## config.mk

```make
export PLATFORM = sky130hd
export DESIGN_NAME = alu_operand_stage
export DESIGN_NICKNAME = d
export VERILOG_FILES = /design/src/rtl/alu_operand_stage_pkg.sv /design/src/rtl/regfile_2r1w.sv /design/src/rtl/alu_operand_stage.sv
export SDC_FILE = /design/constraint.sdc
export NUM_CORES = 2
export LEC_CHECK = 0
export BUFFER_PORTS_ARGS = -buffer_cell sky130_fd_sc_hd__buf_2
export CAP_MARGIN = 20
export CORE_MARGIN = 2
export CORE_UTILIZATION = 55
export DETAILED_ROUTE_END_ITERATION = 10
export HOLD_SLACK_MARGIN = 0.15
export PLACE_DENSITY = 0.73
export SLEW_MARGIN = 25
export SYNTH_ARGS = -nofsm -noshare
export SYNTH_HDL_FRONTEND = slang
export SYNTH_SLANG_ARGS = --single-unit
```

## constraint.sdc

```tcl
create_clock -name clk -period 1.9 [get_ports clk]
set_input_delay 0.095 -clock clk [delete_from_list [all_inputs] [get_ports clk]]
set_output_delay 0.095 -clock clk [all_outputs]
set_load 0.005 [all_outputs]
```

## src/rtl/alu_operand_stage_pkg.sv

```systemverilog
// Shared ALU control codes, select encodings and register-file sizing
// for the operand stage and anything that drives or checks it.
package alu_operand_stage_pkg;

   localparam int unsigned NREG_DEFAULT = 32;
   localparam int unsigned XLEN         = 32;

   typedef enum logic [3:0] {
      OP_AND = 4'b0000,
      OP_OR  = 4'b0001,
      OP_ADD = 4'b0010,
      OP_SUB = 4'b0110,
      OP_SLT = 4'b0111,
      OP_NOR = 4'b1100
   } alu_op_e;

   typedef enum logic [1:0] {
      SEL_AND  = 2'b00,
      SEL_OR   = 2'b01,
      SEL_SUM  = 2'b10,
      SEL_LESS = 2'b11
   } alu_sel_e;

   typedef struct packed {
      logic     ainvert;
      logic     binvert;
      logic     cin;
      alu_sel_e s;
      logic     err;
   } alu_ctrl_t;

   // Unknown codes fall back to AND and raise err.
   function automatic alu_ctrl_t decode_op(input logic [3:0] op);
      alu_ctrl_t c;
      c = '{ainvert: 1'b0, binvert: 1'b0, cin: 1'b0, s: SEL_AND, err: 1'b0};
      case (op)
         OP_AND:  c.s = SEL_AND;
         OP_OR:   c.s = SEL_OR;
         OP_ADD:  c.s = SEL_SUM;
         OP_SUB:  begin c.binvert = 1'b1; c.cin = 1'b1; c.s = SEL_SUM;  end
         OP_SLT:  begin c.binvert = 1'b1; c.cin = 1'b1; c.s = SEL_LESS; end
         OP_NOR:  begin c.ainvert = 1'b1; c.binvert = 1'b1; c.s = SEL_AND; end
         default: c.err = 1'b1;
      endcase
      return c;
   endfunction

endpackage

```

## src/rtl/regfile_2r1w.sv

```systemverilog
// Register file: two combinational read ports with same-cycle write
// forwarding, one synchronous write port. Register 0 is hardwired to zero.
module regfile_2r1w
   import alu_operand_stage_pkg::*;
#(
   parameter int unsigned NREG = NREG_DEFAULT,
   parameter int unsigned AW   = (NREG > 1) ? $clog2(NREG) : 1
) (
   input  logic            clk,
   input  logic            rst,
   input  logic            wr_en,
   input  logic [AW-1:0]   wr_addr,
   input  logic [XLEN-1:0] wr_data,
   input  logic [AW-1:0]   ra_addr,
   output logic [XLEN-1:0] ra_data,
   input  logic [AW-1:0]   rb_addr,
   output logic [XLEN-1:0] rb_data
);

   logic [XLEN-1:0] mem [NREG];

   // Clear everything on reset; otherwise commit writes to nonzero registers.
   always_ff @(posedge clk) begin
      if (rst) begin
         for (int unsigned i = 0; i < NREG; i++) mem[i] <= '0;
      end else if (wr_en && (wr_addr != '0)) begin
         mem[wr_addr] <= wr_data;
      end
   end

   // Port A read: zero for r0, forward a same-cycle write, else storage.
   always_comb begin
      ra_data = '0;
      if (ra_addr != '0) begin
         if (wr_en && (wr_addr == ra_addr)) ra_data = wr_data;
         else                               ra_data = mem[ra_addr];
      end
   end

   // Port B read: same rules as port A.
   always_comb begin
      rb_data = '0;
      if (rb_addr != '0) begin
         if (wr_en && (wr_addr == rb_addr)) rb_data = wr_data;
         else                               rb_data = mem[rb_addr];
      end
   end

endmodule

```

## src/rtl/alu_operand_stage.sv

```systemverilog
// ALU operand stage: reads sources from the register file, selects the
// immediate, decodes the ALU control code and holds the result in a
// one-deep valid/ready output register.
module alu_operand_stage
   import alu_operand_stage_pkg::*;
#(
   parameter int unsigned NREG = NREG_DEFAULT
) (
   input  logic        clk,
   input  logic        rst,
   input  logic        in_valid,
   output logic        in_ready,
   input  logic [3:0]  in_op,
   input  logic [4:0]  in_rs,
   input  logic [4:0]  in_rt,
   input  logic        in_use_imm,
   input  logic [15:0] in_imm,
   input  logic        wr_en,
   input  logic [4:0]  wr_addr,
   input  logic [31:0] wr_data,
   output logic        out_valid,
   input  logic        out_ready,
   output logic [31:0] a,
   output logic [31:0] b,
   output logic        cin,
   output logic        Ainvert,
   output logic        Binvert,
   output logic [1:0]  s,
   output logic        err
);

   localparam int unsigned AW = (NREG > 1) ? $clog2(NREG) : 1;

   logic [XLEN-1:0] rs_data;
   logic [XLEN-1:0] rt_data;
   logic [XLEN-1:0] b_next;
   alu_ctrl_t       ctrl_next;
   alu_ctrl_t       ctrl_q;
   logic            accept;

   regfile_2r1w #(
      .NREG (NREG),
      .AW   (AW)
   ) u_regfile (
      .clk     (clk),
      .rst     (rst),
      .wr_en   (wr_en),
      .wr_addr (wr_addr[AW-1:0]),
      .wr_data (wr_data),
      .ra_addr (in_rs[AW-1:0]),
      .ra_data (rs_data),
      .rb_addr (in_rt[AW-1:0]),
      .rb_data (rt_data)
   );

   assign in_ready = !out_valid || out_ready;
   assign accept   = in_valid && in_ready;

   // Operand B selection and control decode for the incoming request.
   always_comb begin
      b_next    = in_use_imm ? {{16{in_imm[15]}}, in_imm} : rt_data;
      ctrl_next = decode_op(in_op);
   end

   // One-deep output register: load on accept, drain on consume, hold otherwise.
   always_ff @(posedge clk) begin
      if (rst) begin
         out_valid <= 1'b0;
         a         <= '0;
         b         <= '0;
         ctrl_q    <= '{ainvert: 1'b0, binvert: 1'b0, cin: 1'b0, s: SEL_AND, err: 1'b0};
      end else if (accept) begin
         out_valid <= 1'b1;
         a         <= rs_data;
         b         <= b_next;
         ctrl_q    <= ctrl_next;
      end else if (out_ready) begin
         out_valid <= 1'b0;
      end
   end

   assign Ainvert = ctrl_q.ainvert;
   assign Binvert = ctrl_q.binvert;
   assign cin     = ctrl_q.cin;
   assign s       = ctrl_q.s;
   assign err     = ctrl_q.err;

endmodule

```

==> results_dict.tcl <==
set metrics [dict create \
    synth_edf_count 1024 \
    setup_violations 3 \
    synth.cell_area_mm2 0.0576 \
    initial_utilization_pct 55.6 \
    start_kind "flip-flop" \
    clk_latency_ps 710 \
    whs_path_depth 4 \
    synth_seq_area_share_pct 55.8 \
    ys.warnings.count 0 \
    outcome "finished with violations" \
    skew_ps 27.6 \
    synthFlopType "edfxtp_1" \
    violations "setup timing" \
    viasPerCell 7.03 \
    num-fill-cells 7236 \
    synth_cell_types 43 \
    antenna_found_initial 14 \
    async_flop_share_pct 0 \
    ys_ff_latch 1095 \
    die_h_um 328 \
    dpl.hpwl_um 130000 \
    total_leakage_power_nw 24.2 \
    crit_family "multiplexers" \
    slew_headroom_pct 44.2 \
    final_nets 4265 \
    critPathMaxStageDelay_ps 500 \
    synth.avg_cell_area_um2 14.7 \
    remaining_drc_errors 0 \
    htree_levels 3 \
    slew_viol_final 0 \
    cts-root-buf "clkbuf_16" \
    globalRouteOverflowTotal 0 \
    path_cells "mux4_2 -> mux4_2 -> a2bb2oi_2 -> nand3_1 -> a211oi_1" \
    irDropWorstVdd_v 0.000782 \
    cpMostUsedCell "mux4_2" \
    synthToLayoutAreaGrowth_pct 17.7 \
    routabilityCongestion 0.949 \
    fin_setup_tns_ps -75.7 \
    power_density_mw_per_mm2 882 \
    min_period_over_period_pct 102 \
    clk_pin_slew_ps 60 \
    critPathSlowestCell "mux4_2" \
    maxCapViolations 0 \
    grt_pass1_vias 39800 \
    grt_max_degree 104 \
    crit_type "reg -> reg" \
    hold_viol_final 0 \
    port_buffers 144 \
    antenna_left 0 \
    crit_arrival_ps 2500 \
    die_w_um 328 \
    period_needed_ps 1930 \
    end_kind "flip-flop" \
    fmax_ghz 0.519 \
    routedWlPerCell_um 35.4 \
    rows 118 \
    routed_wl_um 201000 \
    cts.sinks 1095 \
    clockBufferDepth 3 \
    grt_usage_pct 37.3 \
    worst_ep_required_time_ps 2470 \
    tightest_slew_ps 836 \
    rsz0062_at_grt "yes" \
    grt_pass1_wl_um 284000 \
    dieArea_mm2 0.107 \
    num_io_pins 145 \
    p_total_w 0.0598 \
    coreArea_mm2 0.104 \
    num_vias 39900 \
    cp.depth 5 \
    netlist_instances 3910 \
    crit_buf_inv 0 \
    fin_ws_ps -28.6 \
    cts_buffers 113 \
    drt_first_pass_iters 5 \
    rr_worst_depth 5 \
    drive_above_1_share_pct 31.3 \
    hold_class "in -> reg" \
    cp_max_fo 2 \
    drtIter0Drc 6413 \
    cts_tree "yes" \
]
-- cell usage in the layout, fill, tap and decap left out, types with 18 or more instances in the layout --
cell type         n
mux2i_1          96
clkbuf_1         20
mux2_2           96
a21o_1           32
nand2_1          42
edfxtp_1       1024
and2_1          993
o21ai_0          33
buf_2           134
dfxtp_1          71
clkinv_1         18
mux4_2          480
clkinv_2         22
nor2_1           35
a21oi_1          57
o221ai_1         32
a22oi_1          96
or2_2            19
o211ai_1         33
nor2b_1          36
buf_12          140
dlygate4sd3_1    61
buf_4           226
a211oi_1         33
conb_1           32
clkbuf_16       120
nor2_4           32
nand3_1          67
a2bb2oi_1        29
o22ai_1          63
-- tightest hold or removal path: cells and delay by family --
kind / cells / cell delay [ps]
AO/OA/AOI/OAI: 2 / 400
buffers and inverters: 2 / 390
-- power breakdown --
group	leakage (nW)	internal (W)	switching, W
registers	10.3	0.0277	0.000863
clock network	1.92	0.0138	0.00967
logic	11.9	0.00363	0.00407
-- metal layers --
metal	up-vias	share of wire, %	track usage, %
met5	-	0.0065	0
li1	15600	-	-
met4	2	5.9	19.0
met2	3506	45	56.0
met1	20100	35	49.9
met3	697	15	10.7
-- flip-flops by register name (all words and copies together), names as in the netlist --
register and flops:
b 32, cin 1, out_valid 1, s 2
err 1, u_regfile.mem 1024, Ainvert 1, a 32
Binvert 1
-- final timing paths --
path,endpoint,slack [ps],startpoint
worst max-delay path,b[28],-30,u_regfile.mem[15][28]
worst min register to register,Binvert,450,Binvert
worst max register to register,b[28],-30,u_regfile.mem[15][28]
worst min-delay path,b[0],200,in_use_imm
-- layout make-up --
type | instances | area, µm² | share of cell area [%]
Antenna cell | 7 | 17.5 | 0.0258
Clock buffer | 155 | 3260 | 4.81
Clock inverter | 59 | 644 | 0.950
Inverter | 3 | 11.3 | 0.0166
Multi-Input combinational cell | 2411 | 24000 | 35.5
Sequential cell | 1095 | 32200 | 47.5
Tap cell | 1380 | 1730 | 2.55
Timing Repair Buffer | 568 | 5910 | 8.72
-- kinds of logic after synthesis --
kind of cell	Yosys count	share of synthesized area [%]
and+or+nand+nor	1268	13.2
DFF	1095	55.8
muxes	672	22.3
buffers and inverters	435	3.29
AOI/OAI and AO/OA	429	5.23
xor gates and xnor gates	10	0.152
other	1	0.00651
-- Yosys cell counts (all sizes together) (33+ instances only) --
library cell | count | area share [%]
nor2 | 67 | 0.44
o22ai | 64 | 0.69
mux2 | 96 | 1.9
o211ai | 33 | 0.43
mux2i | 96 | 1.7
clkbuf | 315 | 2.1
edfxtp | 1024 | 53
and2 | 997 | 11
mux4 | 480 | 19
a22oi | 96 | 1.3
nand3 | 68 | 0.59
a21oi | 58 | 0.50
dfxtp | 71 | 2.5
nor2b | 39 | 0.42
a211oi | 33 | 0.43
o21ai | 33 | 0.29
nand2 | 43 | 0.28
buf | 117 | 1.2
-- through the flow --
stage / hold slack [ps] / std cells / cell area, µm² / worst slack (ps) / utilization (%)
after floorplan: 224 / 3941 / 57800 / 20.9 / -
after global placement: 359 / 5388 / 63100 / -243 / 60.9
after detailed placement: 384 / 5388 / 63100 / -289 / 60.9
after CTS: 156 / 5663 / 67600 / 4.35 / 65.3
after global routing: 226 / 5671 / 67800 / -26.0 / 65.4
final: 203 / 5678 / 67800 / -28.6 / 65.4
-- repair_timing --
| action | CTS | global route |
|---|---|---|
| hold buffers | 61 | 0 |
| gates resized for setup | 0 | 8 |
| endpoints found under the setup margin | 0 | 10 |
| hold endpoints to repair | 1095 | 0 |
| buffers inserted | 0 | 6 |
Power figures use the tool's default switching activity.
